===== src/rtl/mem_bus_bridge.sv =====
// Core-to-SRAM bridge: accepts one sized load/store at a time, steers byte lanes,
// inserts configurable read wait states and flags misaligned accesses.
module mem_bus_bridge #(
    parameter int unsigned WAIT_STATES = 0
) (
    input  logic        clk,
    input  logic        rst,
    input  logic [31:0] cpu_addr,
    input  logic [31:0] cpu_wdata,
    input  logic        cpu_rw,
    input  logic [1:0]  cpu_size,
    output logic [31:0] cpu_rdata,
    output logic        cpu_ready,
    output logic        cpu_fault,
    output logic        sram_en,
    output logic        sram_we,
    output logic [29:0] sram_addr,
    output logic [3:0]  sram_be,
    output logic [31:0] sram_wdata,
    input  logic [31:0] sram_rdata
);

    typedef enum logic [2:0] {
        IDLE,
        ISSUE,
        WAIT,
        DONE,
        FAULT
    } state_t;

    localparam logic [3:0] WAIT_LAST = 4'(WAIT_STATES);

    state_t      state_q, state_d;
    logic [3:0]  wait_cnt_q, wait_cnt_d;
    logic [31:0] addr_q, addr_d;
    logic [31:0] wdata_q, wdata_d;
    logic        rw_q, rw_d;
    logic [1:0]  size_q, size_d;
    logic [31:0] rdata_q, rdata_d;

    logic        misaligned;
    logic [3:0]  lane_be;
    logic [31:0] steered_wdata;
    logic [31:0] shifted_rdata;
    logic [31:0] load_data;

    assign misaligned = ((cpu_size == 2'd2) && cpu_addr[0]) ||
                        ((cpu_size == 2'd3) && (cpu_addr[1:0] != 2'b00));

    always_comb begin
        lane_be       = 4'b0000;
        steered_wdata = wdata_q;
        load_data     = shifted_rdata;
        case (size_q)
            2'd1: begin
                lane_be       = 4'b0001 << addr_q[1:0];
                steered_wdata = {4{wdata_q[7:0]}};
                load_data     = {24'd0, shifted_rdata[7:0]};
            end
            2'd2: begin
                lane_be       = addr_q[1] ? 4'b1100 : 4'b0011;
                steered_wdata = {2{wdata_q[15:0]}};
                load_data     = {16'd0, shifted_rdata[15:0]};
            end
            2'd3: begin
                lane_be       = 4'b1111;
            end
            default: begin
                lane_be       = 4'b0000;
            end
        endcase
    end

    // Loads are returned zero-filled; the core performs any sign extension.
    assign shifted_rdata = sram_rdata >> {addr_q[1:0], 3'b000};

    always_comb begin
        state_d    = state_q;
        wait_cnt_d = wait_cnt_q;
        addr_d     = addr_q;
        wdata_d    = wdata_q;
        rw_d       = rw_q;
        size_d     = size_q;
        rdata_d    = rdata_q;
        case (state_q)
            IDLE: begin
                if (cpu_size != 2'd0) begin
                    addr_d  = cpu_addr;
                    wdata_d = cpu_wdata;
                    rw_d    = cpu_rw;
                    size_d  = cpu_size;
                    state_d = misaligned ? FAULT : ISSUE;
                end
            end
            ISSUE: begin
                wait_cnt_d = 4'd0;
                state_d    = rw_q ? DONE : WAIT;
            end
            WAIT: begin
                if (wait_cnt_q == WAIT_LAST) begin
                    rdata_d = load_data;
                    state_d = DONE;
                end else begin
                    wait_cnt_d = wait_cnt_q + 4'd1;
                end
            end
            DONE:    state_d = IDLE;
            FAULT:   state_d = IDLE;
            default: state_d = IDLE;
        endcase
    end

    always_ff @(posedge clk or negedge rst) begin
        if (!rst) begin
            state_q    <= IDLE;
            wait_cnt_q <= 4'd0;
            addr_q     <= 32'd0;
            wdata_q    <= 32'd0;
            rw_q       <= 1'b0;
            size_q     <= 2'd0;
            rdata_q    <= 32'd0;
        end else begin
            state_q    <= state_d;
            wait_cnt_q <= wait_cnt_d;
            addr_q     <= addr_d;
            wdata_q    <= wdata_d;
            rw_q       <= rw_d;
            size_q     <= size_d;
            rdata_q    <= rdata_d;
        end
    end

    // Moore outputs decoded from state so reset clears them immediately.
    assign cpu_ready  = (state_q == DONE) || (state_q == FAULT);
    assign cpu_fault  = (state_q == FAULT);
    assign cpu_rdata  = rdata_q;
    assign sram_en    = (state_q == ISSUE);
    assign sram_we    = (state_q == ISSUE) && rw_q;
    assign sram_be    = (state_q == ISSUE) ? lane_be : 4'b0000;
    assign sram_addr  = addr_q[31:2];
    assign sram_wdata = steered_wdata;

endmodule


===== config.mk =====
export PLATFORM = sky130hd
export DESIGN_NAME = mem_bus_bridge
export DESIGN_NICKNAME = d
export VERILOG_FILES = /design/src/rtl/mem_bus_bridge.sv
export SDC_FILE = /design/constraint.sdc
export NUM_CORES = 1
export LEC_CHECK = 0
export ABC_AREA = 1
export CAP_MARGIN = 25
export CORE_AREA = 3 3 121 123
export DETAILED_ROUTE_END_ITERATION = 10
export DIE_AREA = 0 0 124 126
export PLACE_DENSITY = 0.77
export SETUP_SLACK_MARGIN = 0.1
export SKIP_CTS_REPAIR_TIMING = 1
export SLEW_MARGIN = 20
export SYNTH_ARGS = -nofsm -noshare
export SYNTH_HDL_FRONTEND = slang
export SYNTH_SLANG_ARGS = --single-unit

===== constraint.sdc =====
create_clock -name clk -period 1.8 [get_ports clk]
set_clock_uncertainty 0.05 [all_clocks]
set_input_delay 0.36 -clock clk [delete_from_list [all_inputs] [get_ports clk]]
set_output_delay 0.36 -clock clk [all_outputs]
set_load 0.01 [all_outputs]

; Word-level counts from Yosys, hierarchy flattened
; Index checks and enable logic that the tools add are counted.
[classes]
mul = 0
n_addsub = 1
n_div = 0
n_eq_ne = 12
n_lt_le_gt_ge = 0
reduce_logical = 14
n_mux = 12
bitwise_logic = 0
shift = 2
[ops]
columns = operator, n
row1 = one-hot mux 32 bit (2 select lines), 2
row2 = >> shifter 32 x 5 -> 32 bit, 1
row3 = 2-to-1 mux 4 bit, 3
row4 = one-hot mux 4 bit (3 select lines), 1
row5 = 2-to-1 mux 3 bit, 3
row6 = one-hot mux 3 bit (3 select lines), 1
row7 = == test 2 bit (second input constant), 4
row8 = one-hot mux 4 bit (2 select lines), 1
row9 = AND reduction 2 bit, 4
row10 = == test 3 x 2 -> 1 bit (second input constant), 2
row11 = != test 2 bit (second input constant), 3
row12 = nonzero test 2 bit, 3
row13 = adder 4 x 1 -> 4 bit (second input constant), 1
row14 = logical NOT 4 bit, 1
row15 = left shift 1 x 2 -> 4 bit (first input constant), 1
row16 = == test 3 x 1 -> 1 bit (second input constant), 1
row17 = == test 3 bit (second input constant), 1
row18 = logical AND 1 bit, 3
row19 = logical NOT 3 bit, 1
row20 = == test 2 x 1 -> 1 bit (second input constant), 1
row21 = logical OR 1 bit, 2
row22 = 2-to-1 mux 1 bit, 1
[word_totals]
output_inout_bits = 102
inputBits = 101
latchBits = 0
regBits = 106
mem_count = 0
rom_bits = 0
ramBits = 0
elab_cells = 48

; Depth between registers and ports, before layout
; Gate-level depths: netlist of run 1.
[logic_depth]
depth_word = 6
ltp_mapped = 9
ltp_nobuf = 7

; Worst setup path after synthesis of run 1
; No wires, ideal clock.
[synth_path]
path_kind = register to output
startpoint = register size_q[0]
endpoint = output port sram_wdata[10]
path_stages_with_launch = 7
required_ns = 1.390
n_path_buf = 1
slack_ns = -0.118
t_arrival_ns = 1.508
cell_sequence = dfrtp_1 > inv_1 > ha_1 > buf_2 > nand2_1 > inv_1 > o21ai_0
[synth_between]
elab_chain_len = 2
word_cells_on_any_way = 3
classes_between = eq/ne (2) / mux (1)
[synth_rtl]
columns = element, line_no
row1 = "start, declared", 38  ; logic [1:0] size_q, size_d;
row2 = "start signal, assigned", 128  ; size_q <= size_d;
row3 = == test 2 bit / == test 2 x 1 -> 1 bit (equally long branches), 54  ; case (size_q)
row4 = one-hot mux 32 bit (2 select lines) *, 54
row5 = "end, declared", 19  ; output logic [31:0] sram_wdata,
; Every way passes the cells marked *; elsewhere a longest branch is shown, timed or not.

; Worst setup path in the final report of run 1
[layout_path]
startpoint = register size_q[1]
endpoint = output port sram_wdata[9]
; Same word-level chain as after synthesis.

==> flow_summary.yaml, run 1 <==
floorplan:
  rows: 43
  die_height_um: 126
  io_pins: 203
  initial_utilization_pct: 40.4
  coreArea_sq_mm: 0.0138
  die_area_sq_mm: 0.0156
  die_width_um: 124
place:
  dp.cells: 1086
  dpl_cell_area_sq_mm: 0.00773
  numPortBuffers: 202
  gp_congestion: 0.869
  hpwlAfterDp_um: 12000
logic_synthesis:
  postSynthCellCount: 741
  syn_area_sq_mm: 0.00556
  syn_avg_cell_area_sq_um: 7.50
  yosysWarningCount: 0
  yosys.cell_types.count: 26
  syn-num-nets: 848
  ys_ff_latch: 106
  ys_seq_area_share_pct: 47.7
clock_tree:
  htree_levels: 3
  clockBufferDepth: 2
  cts.sinks: 106
  cts_tree: "yes"
  cts_buffers: 9
  clk_pin_slew_ns: 0.08
  root_buffer: "clkbuf_16"
  clk_latency_ns: 0.35
drt:
  drc_errors: 0
  wirelength_um: 16500
  first_iter_violations: 371
  drtAntennaViolNets: 0
  routedWlPerCell_um: 14.9
  viasPerCell: 4.82
  dr.pass1.iters: 5
  vias: 5346
run_status:
  status: "complete, but fails checks"
  violations: "negative setup slack"
sta:
  tightest_slew_ns: 0.330
  post-route-period-util_pct: 118
  period_needed_ns: 2.13
  rsz0062_at_grt: "true"
  max_freq_mhz: 469
  finalSetupViolations: 28
  finalHoldViolations: 0
  slew_headroom_pct: 78.0
  slew_violations: 0
  timing.setup.tns_ns: -8.37
  fin_ws_ns: -0.331
global_route:
  grt_pass1_wl_um: 26400
  grt_max_degree: 60
  grt_overflow: 0
  first_global_vias: 5335
  grtUsageTotal_pct: 21.3
  antenna_found_initial: 0
worst_hold_path:
  min_path_type: "in -> async"
power:
  sw_frac_of_total_pct: 43.4
  clock_power_share_pct: 12.5
  p_int_w: 0.00874
  leakage_nw: 4.75
  ir_drop_mv: 1.36
  p_switching_w: 0.00671
  pwr_density_cell_mw_per_mm2: 1870
  combPwrFrac_pct: 59.9
  p_seq_share_pct: 27.6
setup_path:
  cp.arrival_ns: 1.72
  r2r_setup_slack_ns: 0.20
  reg2reg_from: "size_q[1]$_DFFE_PN0P_"
  cp_cell_sequence: "inv_2, ha_4, buf_12, nand2_2, inv_6, o21ai_2, buf_2"
  r2r_cells: 7
  cp_max_fo: 8
  reg2reg_to: "cpu_rdata[24]$_DFFE_PN0P_"
  slowest_delay_ns: 0.42
  crit_slowest_cell: "dfrtp_1"
  crit_buf_inv: 4
  crit_path_end_kind: "output pin"
  start_kind: "flip-flop"
  worst-path-stages: 7
  critPathTopFamily: "buffers and inverters"
  critical_path_class: "reg -> out"
  cp.required_ns: 1.39
final_layout:
  drive_gt1_share_pct: 15.7
  final_nets: 1032
  nFillCells: 1255
  area_delta_synth_final_pct: 48.4
  multi_input_area_sq_mm: 0.00239
  diodes: 0
  fin_cells: 1110
  final_design_area_no_fill_sq_mm: 0.00825
  final_common_cell: "nand2_1"
  seqCellArea_sq_mm: 0.00266
  final_cell_mix: "347 x nand2_1, 123 x clkdlybuf4s50_1, 103 x dfrtp_1"
run:
  cap_violations: 0
registers in the layout, summed over array words and instances, names as in the netlist:
register    cells
rw_q            1
addr_q         32
state_q         3
wait_cnt_q      4
wdata_q        32
cpu_rdata      32
size_q          2
cells in the mapped netlist (all sizes together):
library cell  number  area, sq um
ha                 6         75.1
inv               47          176
nand4              1         6.26
nand2            362         1370
o22ai              1         6.26
a21oi              7         38.8
dfrtp            106         2650
nand3             73          370
buf               69          494
clkbuf             3         11.3
nor2              18         82.6
or2                1         6.26
xnor2              1         8.76
o211ai             8         60.1
o21ai             38          205
layout make-up:
cell class	count	share of cell area, %
Sequential cell	106	32.2
Timing Repair Buffer	245	30.4
Inverter	47	2.29
Clock inverter	7	0.713
Clock buffer	9	2.73
Tap cell	180	2.73
Multi-Input combinational cell	516	28.9
per-layer routing:
metal | vias up | share of wire, % | routed length [um] | global-route usage (%)
met5 | - | 0 | 0 | 0
li1 | 2640 | - | - | -
met3 | 21 | 9.8 | 1620 | 5.97
met2 | 225 | 47 | 7750 | 34.0
met1 | 2460 | 42 | 6920 | 28.2
met4 | 0 | 1.5 | 245 | 6.64
power by group through the flow:
stage	clock, W	combinational, W	sequential, W
global placement	0	0.00907	0.00425
floorplan	0	0.00529	0.00420
detailed placement	0	0.00918	0.00423
finish	0.00194	0.00925	0.00427
CTS	0.00198	0.00921	0.00424
global route	0.00207	0.0102	0.00440
through the flow:
step           hold slack (ns)  util (%)  worst slack [ns]  total power, W
2_1_floorplan           0.0144         -            0.0745         0.00949
3_3_place_gp             0.162      56.1            -0.446          0.0133
3_5_place_dp             0.162      56.1            -0.473          0.0134
4_1_cts                 -0.221      58.2            -0.865          0.0154
5_1_grt                  0.347      59.9            -0.425          0.0167
6_report                 0.335      59.9            -0.331          0.0155
kinds of logic (layout without fill, tap and decap cells):
kind of cell,count (synthesis),in the layout,share of synthesized area [%]
adder cells (fa/ha/maj),6,6,1.35
AND/OR/NAND/NOR,455,455,32.9
XOR/XNOR,1,1,0.158
AO/OA/AOI/OAI,54,54,5.58
buffers and inverters,119,308,12.3
flip-flops,106,106,47.7
worst max path at each step:
stage                     startpoint             end  slack, ns
2_1_floorplan  size_q[0]$_DFFE_PN0P_  sram_wdata[20]       0.07
3_3_place_gp   size_q[0]$_DFFE_PN0P_  sram_wdata[21]      -0.45
3_5_place_dp   size_q[0]$_DFFE_PN0P_  sram_wdata[21]      -0.47
4_1_cts        size_q[0]$_DFFE_PN0P_  sram_wdata[21]      -0.87
5_1_grt        size_q[1]$_DFFE_PN0P_   sram_wdata[9]      -0.43
6_report       size_q[1]$_DFFE_PN0P_   sram_wdata[9]      -0.33
Power figures use the tool's default switching activity.
==> inputs of run 2 (changes only) <==
CORE_AREA = 3 3 111 113   (was 3 3 121 123)
DIE_AREA = 0 0 114 116   (was 0 0 124 126)
PLACE_DENSITY = 0.87   (was 0.77)
clock period = 2.6 ns   (was 1.8 ns; I/O delays follow)
==> flow_summary.yaml, run 2 (same netlist as run 1, synthesis figures left out) <==
drt:
  drc_errors: 0
  vias: 5292
  dr.pass1.iters: 5
  viasPerCell: 5.04
  drtAntennaViolNets: 0
  routedWlPerCell_um: 15.5
  first_iter_violations: 480
  wirelength_um: 16300
clock_tree:
  cts_tree: "yes"
  cts.sinks: 106
  clk_latency_ns: 0.34
  clk_pin_slew_ns: 0.07
  htree_levels: 3
  root_buffer: "clkbuf_16"
  clockBufferDepth: 2
  cts_buffers: 9
sta:
  timing.setup.tns_ns: -0.674
  slew_headroom_pct: 52.7
  finalSetupViolations: 8
  tightest_slew_ns: 0.708
  max_freq_mhz: 366
  post-route-period-util_pct: 105
  rsz0062_at_grt: "true"
  fin_ws_ns: -0.131
  period_needed_ns: 2.73
  finalHoldViolations: 0
  slew_violations: 0
  hold_ws_ns: 0.108
setup_path:
  start_kind: "flip-flop"
  r2r_cells: 5
  cp.required_ns: 2.03
  crit_path_end_kind: "output pin"
  r2r_setup_slack_ns: 0.73
  cp_max_fo: 8
  cp.arrival_ns: 2.16
  reg2reg_to: "cpu_rdata[16]$_DFFE_PN0P_"
  critical_path_class: "reg -> out"
  reg2reg_from: "size_q[1]$_DFFE_PN0P_"
global_route:
  antenna_found_initial: 0
  grtUsageTotal_pct: 24.7
  grt_max_degree: 49
  gr-usage-met3_pct: 7.68
  grt_overflow: 0
  grt.met1_usage_pct: 31.0
  grt_busiest_layer: "met2"
  first_global_vias: 5108
  grt_pass1_wl_um: 25500
  met2_usage_pct: 40.3
floorplan:
  die_height_um: 116
  die_width_um: 114
  die_area_sq_mm: 0.0132
  rows: 39
  initial_utilization_pct: 48.7
  coreArea_sq_mm: 0.0114
  io_pins: 203
place:
  hpwlAfterDp_um: 11900
  dp.cells: 1033
  gp_congestion: 0.897
  numPortBuffers: 202
run_status:
  status: "complete, but fails checks"
  violations: "negative setup slack"
power:
  pwr_density_cell_mw_per_mm2: 1300
  ir_drop_mv: 1.00
  leakage_nw: 4.12
  fin_total_pwr_w: 0.0101
final_layout:
  final_nets: 1009
  final_common_cell: "nand2_1"
  diodes: 0
  final_cell_mix: "357 x nand2_1, 181 x clkdlybuf4s50_1, 106 x dfrtp_1"
  post-route-util_pct: 68.2
  fin_cells: 1050
  drive_gt1_share_pct: 6.73
  area_delta_synth_final_pct: 40.1
run:
  cap_violations: 0
worst_hold_path:
  min_path_type: "in -> async"
run 2: cell count changes in the layout (fill, tap and decap cells not counted), sizes merged:
cell,before,now
buf,61,21
clkbuf,17,9
clkdlybuf4s50,123,181
clkinvlp,1,3
dlygate4sd3,1,0
dlymetal6s2s,52,20
inv,51,49
run 2: final cells by class:
class	count	area, sq um
Clock inverter	7	53.8
Multi-Input combinational cell	516	2260
Clock buffer	9	225
Tap cell	143	179
Inverter	47	176
Fill cell	907	3630
Timing Repair Buffer	222	2240
Sequential cell	106	2650
run 2: worst max-delay path by stage:
stage | depth (start not counted) | slack, ns | endpoint | from
floorplan | 6 | 0.52 | sram_wdata[10] | size_q[0]$_DFFE_PN0P_
global placement | 6 | 0.08 | sram_wdata[8] | size_q[0]$_DFFE_PN0P_
detailed placement | 5 | 0.03 | sram_wdata[28] | size_q[0]$_DFFE_PN0P_
CTS | 5 | -0.35 | sram_wdata[28] | size_q[0]$_DFFE_PN0P_
global route | 6 | -0.22 | sram_wdata[31] | size_q[1]$_DFFE_PN0P_
finish | 6 | -0.13 | sram_wdata[30] | size_q[1]$_DFFE_PN0P_
run 2: metal layers:
layer	wire length [um]	vias to the layer above	part of all wire [%]
met5	0	-	0
li1	-	2590	-
met2	7580	246	46
met4	421	0	2.6
met3	1670	29	10
met1	6640	2427	41
run 2: per-stage QoR:
step / area, sq um / worst slack (ns)
floorplan: 5560 / 0.522
global placement: 7430 / 0.0792
detailed placement: 7430 / 0.0339
CTS: 7710 / -0.354
global route: 7790 / -0.218
finish: 7790 / -0.131
run 2: worst max-delay path: stages (launching register included):
cell             delay (ns)
dfrtp_1                0.41
inv_1                  0.13
ha_2                   0.26
buf_4                  0.20
nand3_1                0.13
o211ai_1               0.11
clkdlybuf4s50_1        0.57
run 2: where the power goes:
group,switching [W],internal [W]
registers,0.000585,0.00242
logic,0.00312,0.00269
clock network,0.000638,0.000657
total,0.00434,0.00577
==> inputs of run 3 (changes only) <==
CORE_AREA = 3 3 100 126   (was 3 3 111 113)
DIE_AREA = 0 0 103 129   (was 0 0 114 116)
PLACE_DENSITY = 0.86   (was 0.87)
TNS_END_PERCENT = 30   (was default)
==> flow_summary.yaml, run 3 (same netlist as run 1, synthesis figures left out) <==
run_status:
  status: "complete, but fails checks"
  violations: "negative setup slack"
setup_path:
  cp.arrival_ns: 2.14
  crit_buf_inv: 3
  crit_slowest_cell: "clkdlybuf4s50_1"
  critPathTopFamily: "buffers and inverters"
  crit_path_end_kind: "output pin"
  slowest_delay_ns: 0.57
  cp_cell_sequence: "inv_1, ha_2, buf_4, nand3_1, o211ai_1, clkdlybuf4s50_1"
  cp_max_fo: 8
  cp.required_ns: 2.03
  start_kind: "flip-flop"
  critical_path_class: "reg -> out"
floorplan:
  die_height_um: 129
  die_area_sq_mm: 0.0133
  die_width_um: 103
  coreArea_sq_mm: 0.0116
  initial_utilization_pct: 48.1
  io_pins: 203
  rows: 44
global_route:
  first_global_vias: 5006
  antenna_found_initial: 0
  grtUsageTotal_pct: 23.5
  grt_overflow: 0
  grt_pass1_wl_um: 24500
  grt_max_degree: 50
final_layout:
  final_cell_mix: "357 x nand2_1, 187 x clkdlybuf4s50_1, 106 x dfrtp_1"
  final_design_area_no_fill_sq_mm: 0.00781
  drive_gt1_share_pct: 6.62
  area_delta_synth_final_pct: 40.4
  diodes: 0
  final_nets: 1009
  final_common_cell: "nand2_1"
  nFillCells: 964
drt:
  wirelength_um: 15600
  m1WireLength_um: 6430
  route.met3.wl_um: 1350
  top_layer: "met4"
  drtAntennaViolNets: 0
  drc_errors: 0
  dr.pass1.iters: 6
  viasPerCell: 5.05
  vias: 5282
  routedWlPerCell_um: 15.0
  wl_met2_um: 7220
  first_iter_violations: 223
power:
  fin_total_pwr_w: 0.0102
  ir_drop_mv: 0.934
  leakage_nw: 4.06
  pwr_density_cell_mw_per_mm2: 1310
sta:
  max_freq_mhz: 369
  finalSetupViolations: 14
  tightest_slew_ns: 0.592
  post-route-period-util_pct: 104
  finalHoldViolations: 0
  rsz0062_at_grt: "true"
  hold_ws_ns: 0.130
  period_needed_ns: 2.71
  slew_headroom_pct: 60.6
  slew_violations: 0
  fin_ws_ns: -0.107
worst_hold_path:
  min_path_type: "in -> async"
place:
  gp_congestion: 0.938
  dpl_cell_area_sq_mm: 0.00744
  numPortBuffers: 202
  hpwlAfterDp_um: 11500
clock_tree:
  cts_tree: "yes"
  clockBufferDepth: 2
  clk_latency_ns: 0.34
  htree_levels: 3
  cts_buffers: 9
  cts.sinks: 106
  clk_pin_slew_ns: 0.07
  root_buffer: "clkbuf_16"
run:
  cap_violations: 0
run 3: cell types whose count changed in the layout (fill, tap and decap cells not counted), sizes merged:
cell / change
bufinv: +1
clkinvlp: -2
inv: -1
clkinv: +1
clkbuf: +1
clkdlybuf4s50: +6
dlymetal6s2s: -6
run 3: stage by stage:
| stage | instances | util (%) | setup TNS (ns) | setup slack, ns |
|---|---|---|---|---|
| 6_report | 1045 | 67.5 | -0.932 | -0.107 |
| 5_1_grt | 1045 | 67.5 | -2.59 | -0.215 |
| 4_1_cts | 1045 | 67.0 | -7.25 | -0.392 |
| 3_5_place_dp | 1029 | 64.4 | 0 | 0.00620 |
| 3_3_place_gp | 1029 | 64.4 | 0 | 0.0999 |
| 2_1_floorplan | 741 | - | 0 | 0.522 |
run 3: final timing paths:
path / slack (ns) / cells past startpoint / start / end
max: -0.11 / 6 / size_q[1]$_DFFE_PN0P_ / sram_wdata[30]
min: 0.13 / 1 / rst / wdata_q[20]$_DFFE_PN0P_
max reg2reg: 0.83 / 7 / state_q[1]$_DFFE_PN0P_ / wdata_q[0]$_DFFE_PN0P_
min reg2reg: 0.43 / 2 / addr_q[16]$_DFFE_PN0P_ / addr_q[16]$_DFFE_PN0P_
max in group asynchronous: 1.69 / 2 / rst / state_q[1]$_DFFE_PN0P_
min in group clk: 0.43 / 2 / addr_q[16]$_DFFE_PN0P_ / addr_q[16]$_DFFE_PN0P_
run 3: area by class of cell:
| type | count | area, sq um | area share, % |
|---|---|---|---|
| Clock buffer | 10 | 239 | 3.06 |
| Clock inverter | 6 | 65.1 | 0.833 |
| Inverter | 47 | 176 | 2.26 |
| Multi-Input combinational cell | 516 | 2260 | 28.9 |
| Sequential cell | 106 | 2650 | 34.0 |
| Tap cell | 138 | 173 | 2.21 |
| Timing Repair Buffer | 222 | 2240 | 28.7 |
run 3: report_power, final:
part	switching (W)	internal (W)	total, W
Sequential	0.000566	0.00242	0.00298
Clock	0.000602	0.000775	0.00138
Combinational	0.00309	0.00276	0.00585
run 3: worst register-to-register path, cell delays in order, from the launching register on:
cell	delay [ns]
dfrtp_1	0.42
nor2_2	0.15
nand2_2	0.11
inv_1	0.10
nand2_2	0.33
buf_12	0.33
nand2_1	0.10
nand2_1	0.07
run 3: metal layers:
metal | global-route usage [%] | vias up
li1 | - | 2592
met1 | 30.9 | 2385
met2 | 36.4 | 262
met3 | 4.83 | 43
met4 | 12.2 | 0
met5 | 0 | -
